$ cat src/rtl/tick_divider.sv
// tick_divider: runtime-programmable tick generator.
//
// Divides clk by a programmable ratio D. It produces a one-cycle `tick` once per D enabled
// cycles and a 50 % square wave `sq` that toggles on every tick. A new divisor is staged in a
// shadow register and swapped in on a terminal count, so a period never ends early.
//
// Optional feature macro: TICK_DIVIDER_CASCADE_EN. When it is defined, a cascade counter
// produces `slow_tick` once every SLOW_DIV ticks. When it is not defined, `slow_tick` is
// tied to 0 and the port list does not change.
//
// Ports:
//   clk       in   system clock, rising edge
//   rst_n     in   asynchronous active-low reset
//   en        in   count enable
//   clr       in   synchronous clear (highest priority)
//   div_load  in   request a divisor change
//   div_in    in   new divisor [CNT_W]; 0 is treated as 1
//   pending   out  a loaded divisor is waiting for the next terminal count
//   tick      out  one-cycle pulse per divisor period
//   sq        out  square wave, toggles on each tick
//   slow_tick out  one-cycle pulse every SLOW_DIV ticks (cascade build only)
module tick_divider #(
  parameter int unsigned CNT_W       = 19,
  parameter int unsigned DIV_DEFAULT = 500000,
  parameter int unsigned SLOW_W      = 7,
  parameter int unsigned SLOW_DIV    = 100
) (
  input  logic             clk,
  input  logic             rst_n,
  input  logic             en,
  input  logic             clr,
  input  logic             div_load,
  input  logic [CNT_W-1:0] div_in,
  output logic             pending,
  output logic             tick,
  output logic             sq,
  output logic             slow_tick
);

  localparam logic [CNT_W-1:0] DivReset = CNT_W'(DIV_DEFAULT);
  localparam logic [CNT_W-1:0] CntOne   = CNT_W'(1);

  logic [CNT_W-1:0] cnt_q, cnt_d;
  logic [CNT_W-1:0] div_act_q, div_act_d;  // divisor of the running period
  logic [CNT_W-1:0] div_sh_q, div_sh_d;    // staged divisor awaiting a swap
  logic             pending_q, pending_d;
  logic             tick_q, tick_d;
  logic             sq_q, sq_d;

  logic [CNT_W-1:0] div_clamped;
  logic             terminal;
  logic             tick_set;

  // A zero divisor would make the terminal count unreachable; treat it as 1.
  assign div_clamped = (div_in == '0) ? CntOne : div_in;

  // div_act_q is never 0, so the subtraction cannot underflow.
  assign terminal = (cnt_q == (div_act_q - CntOne));
  assign tick_set = ~clr & en & terminal;

  always_comb begin
    cnt_d     = cnt_q;
    div_act_d = div_act_q;
    div_sh_d  = div_sh_q;
    pending_d = pending_q;
    tick_d    = 1'b0;
    sq_d      = sq_q;

    if (clr) begin
      cnt_d = '0;
      sq_d  = 1'b0;
      if (pending_q) begin
        div_act_d = div_sh_q;
        pending_d = 1'b0;
      end
      // A load that coincides with clear applies immediately, since a new period starts anyway.
      if (div_load) begin
        div_act_d = div_clamped;
        div_sh_d  = div_clamped;
        pending_d = 1'b0;
      end
    end else begin
      if (en) begin
        if (terminal) begin
          cnt_d  = '0;
          tick_d = 1'b1;
          sq_d   = ~sq_q;
          if (pending_q) begin
            div_act_d = div_sh_q;
            pending_d = 1'b0;
          end
        end else begin
          cnt_d = cnt_q + CntOne;
        end
      end
      // A load after the swap above re-arms pending, so a load on the terminal-count edge
      // takes effect at the following terminal count.
      if (div_load) begin
        div_sh_d  = div_clamped;
        pending_d = 1'b1;
      end
    end
  end

  always_ff @(posedge clk or negedge rst_n) begin
    if (!rst_n) begin
      cnt_q     <= '0;
      div_act_q <= DivReset;
      div_sh_q  <= DivReset;
      pending_q <= 1'b0;
      tick_q    <= 1'b0;
      sq_q      <= 1'b0;
    end else begin
      cnt_q     <= cnt_d;
      div_act_q <= div_act_d;
      div_sh_q  <= div_sh_d;
      pending_q <= pending_d;
      tick_q    <= tick_d;
      sq_q      <= sq_d;
    end
  end

  assign pending = pending_q;
  assign tick    = tick_q;
  assign sq      = sq_q;

`ifdef TICK_DIVIDER_CASCADE_EN
  localparam logic [SLOW_W-1:0] SlowLast = SLOW_W'(SLOW_DIV - 1);
  localparam logic [SLOW_W-1:0] SlowOne  = SLOW_W'(1);

  logic [SLOW_W-1:0] slow_cnt_q, slow_cnt_d;
  logic              slow_tick_q, slow_tick_d;

  // Advances only on edges that set tick, so it inherits the enable stretching for free.
  always_comb begin
    slow_cnt_d  = slow_cnt_q;
    slow_tick_d = 1'b0;
    if (clr) begin
      slow_cnt_d = '0;
    end else if (tick_set) begin
      if (slow_cnt_q == SlowLast) begin
        slow_cnt_d  = '0;
        slow_tick_d = 1'b1;
      end else begin
        slow_cnt_d = slow_cnt_q + SlowOne;
      end
    end
  end

  always_ff @(posedge clk or negedge rst_n) begin
    if (!rst_n) begin
      slow_cnt_q  <= '0;
      slow_tick_q <= 1'b0;
    end else begin
      slow_cnt_q  <= slow_cnt_d;
      slow_tick_q <= slow_tick_d;
    end
  end

  assign slow_tick = slow_tick_q;
`else
  logic unused_tick_set;
  assign unused_tick_set = tick_set;

  // The cascade parameters stay referenced so both builds elaborate the same parameter set.
  assign slow_tick = 1'b0 & (SLOW_DIV == SLOW_W) & unused_tick_set;
`endif

endmodule

$ cat config.mk
export PLATFORM = sky130hd
export DESIGN_NAME = tick_divider
export DESIGN_NICKNAME = d
export VERILOG_FILES = /design/src/rtl/tick_divider.sv
export SDC_FILE = /design/constraint.sdc
export NUM_CORES = 1
export LEC_CHECK = 0
export CORE_MARGIN = 2
export CORE_UTILIZATION = 53
export CTS_CLUSTER_DIAMETER = 80
export CTS_CLUSTER_SIZE = 8
export DETAILED_ROUTE_END_ITERATION = 10
export GPL_TIMING_DRIVEN = 0
export PLACE_DENSITY = 0.78
export RECOVER_POWER = 25
export SLEW_MARGIN = 10
export SYNTH_ARGS = -nofsm -noshare
export SYNTH_HDL_FRONTEND = slang
export SYNTH_SLANG_ARGS = --single-unit
$ cat constraint.sdc
create_clock -name clk -period 3.1 [get_ports clk]
set_input_delay 0.465 -clock clk [delete_from_list [all_inputs] [get_ports clk]]
set_output_delay 0.465 -clock clk [all_outputs]
set_load 0.01 [all_outputs]
; ---- After elaboration in Yosys (flattened, before gate mapping)
; Index checks and enable logic that the tools add are counted.
[op_classes]
add_sub_neg = 2
n_eq_ne = 1
n_mux = 19
bitwise = 1
n_reduce_logical = 7
[op_table]
columns = operator, count
row1 = $mux W19, 9
row2 = $add A19 B1 Y19 const B, 1
row3 = $eq A19 B19 Y1, 1
row4 = $logic_not A19 Y1, 1
row5 = $sub A19 B1 Y19 const B, 1
row6 = $mux W1, 10
row7 = $reduce_bool A3 Y1, 2
row8 = $reduce_and A2 Y1, 2
row9 = $reduce_bool A2 Y1, 2
row10 = $not A1 Y1, 1
[totals]
register_bits = 60
inputBits = 24
out_inout_bits = 4
word_cells = 36

; ---- Depth between registers and ports, before layout
[depth]
ltp_word = 6
depth_mapped = 13

; ---- Worst setup path before layout
; OpenSTA, ideal clock, no wires.
[synth_path]
kind = register to register
startpoint = register div_act_q[0]
endpoint = register sq_q (netlist: sq)
setup_ns = 0.127
arrival_time_ns = 3.165
t_required_ns = 2.973
slack_ns = -0.193
stages_incl_launch_ff = 13
n_path_buf = 3
cell_sequence = dfrtp_1 > inv_1 > ha_1 > clkbuf_2 > or3b_2 > nor4_4 > o32ai_1 > or4b_4 > nor4_4 > buf_6 > and3_1 > buf_6 > mux2_1
[synth_between]
elab_chain_len = 4
[synth_rtl]
columns = element, line
row1 = start: declaration, 44  ; logic [CNT_W-1:0] div_act_q, div_act_d;
row2 = start signal: assignment, 108  ; div_act_q <= DivReset;
row3 = start signal: assignment, 115  ; div_act_q <= div_act_d;
row4 = $sub A19 B1 Y19, 58  ; assign terminal = (cnt_q == (div_act_q - CntOne));
row5 = $eq A19 B19 Y1, 58
row6 = $reduce_bool A2 Y1 (no source line), -
row7 = $reduce_and A2 Y1 (no source line), -
row8 = end signal: assignment, 119  ; sq_q <= sq_d;
row9 = end: declaration, 48  ; logic sq_q, sq_d;
; Every way passes these cells.
; A chain may end at the register's enable or synchronous reset.

; ---- Worst setup path in the final report
[layout_path]
startpoint = register div_act_q[1]
endpoint = register div_act_q[12]
[layout_between]
elab_chain_len = 4
[layout_rtl]
columns = element, line
row1 = $sub A19 B1 Y19, 58
row2 = $eq A19 B19 Y1, 58
row3 = $reduce_bool A2 Y1 (no source line), -
row4 = $reduce_and A2 Y1 (no source line), -
; Every way passes these cells.

==> metrics.md <==
| Metric | Value |
|---|---|
| N_diodes | `0` |
| I/O pins | `28` |
| Clock tree buffer depth | `2` |
| Avg Inst Size Synth | `9.17 µm²` |
| Largest family of logic cells by synthesized area | `simple AND/OR/NAND/NOR gates` |
| Avg WL per Cell | `19.3 µm` |
| R2R depth | `11` |
| DR pass1 iterations | `5` |
| Power Density | `468 nW/µm²` |
| Sink Count | `60` |
| Total number of vias | `3557` |
| Drc violations | `0` |
| Post-synthesis mux area share | `4.99%` |
| Die W | `88.8 µm` |
| Worst-path maximum fanout | `5` |
| Chip height | `88.8 µm` |
| Status | `finished with violations` |
| Req. time, crit path | `3.37 ns` |
| Finished Core Util | `68.9%` |
| TritonCTS Buffers | `9` |
| Worst vdd ir | `0.000347 V` |
| Maxcap violations | `1` |
| Post-DRT Antenna Nets | `0` |
| Share of cells above drive strength 1 | `23.0%` |
| Post-synth EDFFs | `0` |
| # rows | `30` |
| Register area share after synthesis | `39.8%` |
| DRT iter0 DRCs | `264` |
| Final Setup Violations | `18` |
| Crit path launch type | `flip-flop` |
| CP max-delay cell | `or4_4` |
| CTS tree | `yes` |
| Unrepaired setup endpoints after global routing | `true` |
| Worst clock skew | `0.00990 ns` |
| WS Path Type | `flip-flop to flip-flop` |
| Netlist cell types | `55` |
| Worst path bufs/invs | `4` |
| Worst Hold Class | `input port to async pin` |
| Fin. max-slew vios | `54` |
| All-Layer GR Usage | `28.4%` |
| Met3 wire len | `713 µm` |
| Peak Freq | `0.314 GHz` |
| Crit path depth | `11` |
| Uppermost layer routed | `met4` |
| Via-to-Cell Ratio | `6.34` |
| IO Port Bufs | `24` |
| Top delay family on crit path | `simple AND/OR/NAND/NOR gates` |
| Synth Area in Adders | `0.656%` |
| Final period util | `103%` |
| Slowest Stage Delay on Critical Path | `0.55 ns` |
| GPL Wtd Cong | `0.902` |
| Fin crit period | `3.18 ns` |
| Area Growth Syn to Fin | `24.0%` |
| Cell Area, Synth | `3810 µm²` |
| Leak Pwr | `0.00180 µW` |
| First-pass GRT wire length | `17.0 mm` |
| Syn_nets | `442` |
| Post-Synth Simple-Gate Area | `21.9%` |
| Core Region | `6870 µm²` |
| Final Hold Viols | `0` |
| Die ar. | `7890 µm²` |
| Final WL | `10.8 mm` |
| Final worst slack | `-0.0846 ns` |
| Design area | `4730 µm²` |
| Post-place instance area | `4190 µm²` |
| Initial antenna violation count | `0` |
| Seq cells post-synth | `60` |
| Clock root buffer | `clkbuf_8` |
| Worst-Skew Late Latency | `0.34 ns` |
| Vias in the first global route | `3510` |
| H-tree depth | `3` |
| Top FF cell, synth | `dfrtp_1` |
| # nets final | `486` |
| Global route overflow | `0` |
| Tot Pwr | `2210 µW` |
| Cells after Synth | `416` |
| Fillers | `513` |
| WL met1 | `4.52 mm` |
| Synth Area in XOR/XNOR | `8.96%` |
| Worst slew pin tran | `1.50 ns` |
| HPWL Detailed | `7.14 mm` |
| Failing checks | `capacitance limit, slew limit, setup timing` |
| Critical Path Sink Type | `flip-flop` |
| Largest net degree at the start of global routing | `61` |
| Starting Density | `55.5%` |
| Compound-cell area share of the yosys netlist | `17.6%` |
| Worst EP arrival | `3.45 ns` |
| Cell breakdown of the critical path | `buf_6, or4_4, or4_4, xnor2_2, o211ai_1, nor4_4, buf_4, and4_1, buf_6, clkbuf_16, o31a_1` |
| Yosys warnings | `0` |
| Routed wl met2 | `5.28 mm` |
| Worst rel slew slack | `-0.164%` |
| Synth async-reset ratio | `100%` |
| Clock slew at reported path FFs | `0.07 ns` |
==> cells by family after synthesis <==
| group | Yosys count |
|---|---|
| mux | 17 |
| xor+xnor | 39 |
| buf+inv | 47 |
| flops | 60 |
| fa+ha+maj | 2 |
| compound gates | 96 |
| simple gates | 154 |
| other cells | 1 |
==> stage by stage <==
stage	cells	setup TNS [ns]	setup slack, ns	hold slack [ns]
after global placement	536	-17.44	-0.312	0.470
final	561	-0.733	-0.0846	0.464
after CTS	561	-0.0430	-0.0123	0.215
after detailed placement	536	-7.38	-0.391	0.473
after global routing	561	-2.15	-0.164	0.514
after floorplan	416	0	0.00321	0.169
==> registers in the layout, indices dropped and copies added (netlist names) <==
register   count
tick           1
div_act_q     19
pending        1
sq             1
div_sh_q      19
cnt_q         19
==> layer usage <==
metal  GRT usage [%]  vias up
li1                -     1627
met1            37.1     1735
met2            46.5      165
met3            5.60       30
met4            11.4        0
met5               0        -
==> repair_timing <==
item                                    in CTS  in global routing
setup buffers                               14                  2
pin swaps                                    6                 16
cloned                                       0                  1
resized for setup                           26                 23
hold buffers                                 0                  0
endpoints found under the setup margin      41                 39
==> placed cells by master, fill, tap and decap left out, drive strengths merged, types with 6 or more instances in the layout <==
master / instances
nor2: 38
nand3: 14
a21boi: 6
a31oi: 16
clkbuf: 30
nand4: 7
nand2: 20
dfrtp: 46
xor2: 23
xnor2: 16
dfstp: 14
o22ai: 17
buf: 26
nor4: 12
mux2: 16
or4: 6
and3: 6
clkdlybuf4s50: 23
o21ai: 11
a21oi: 10
inv: 13
o31a: 14
nor3: 27
==> Yosys cell counts, types with 15 or more instances <==
| library cell | number | area share, % |
|---|---|---|
| nand2_1 | 20 | 2.0 |
| o22ai_1 | 17 | 2.8 |
| xor2_1 | 23 | 5.3 |
| a31oi_1 | 16 | 2.6 |
| clkbuf_1 | 20 | 2.0 |
| mux2_2 | 15 | 4.4 |
| nor2_1 | 38 | 3.7 |
| dfrtp_1 | 46 | 30 |
| xnor2_1 | 16 | 3.7 |
| nor3_1 | 27 | 3.5 |
==> report_power, final <==
part	internal (µW)	switching, µW
Clock	474	320
Combinational	213	253
Sequential	868	83.7
==> area by class of cell <==
class | count | area (µm²) | share of cell area [%]
multi-input combinational | 309 | 2270 | 48.0
sequential | 60 | 1520 | 32.2
timing repair buffer | 41 | 400 | 8.47
buffer | 26 | 150 | 3.17
clock buffer | 12 | 145 | 3.07
tap | 96 | 120 | 2.54
clock inverter | 4 | 72.6 | 1.53
inverter | 13 | 48.8 | 1.03
==> path summary, 6_finish.rpt <==
| kind | startpoint | end | slack [ns] |
|---|---|---|---|
| worst min-delay path | rst_n | div_sh_q[14]$_DFFE_PN0P_ | 0.46 |
| worst max register to register | div_act_q[1]$_DFFE_PN0P_ | div_act_q[12]$_DFFE_PN0P_ | -0.08 |
| min in group clk | div_sh_q[13]$_DFFE_PN1P_ | div_sh_q[13]$_DFFE_PN1P_ | 0.48 |
| worst min register to register | div_sh_q[13]$_DFFE_PN1P_ | div_sh_q[13]$_DFFE_PN1P_ | 0.48 |
| worst max-delay path | div_act_q[1]$_DFFE_PN0P_ | div_act_q[12]$_DFFE_PN0P_ | -0.08 |
| max in group asynchronous | rst_n | div_act_q[0]$_DFFE_PN0P_ | 1.62 |
(Power assumes the default switching activity.)
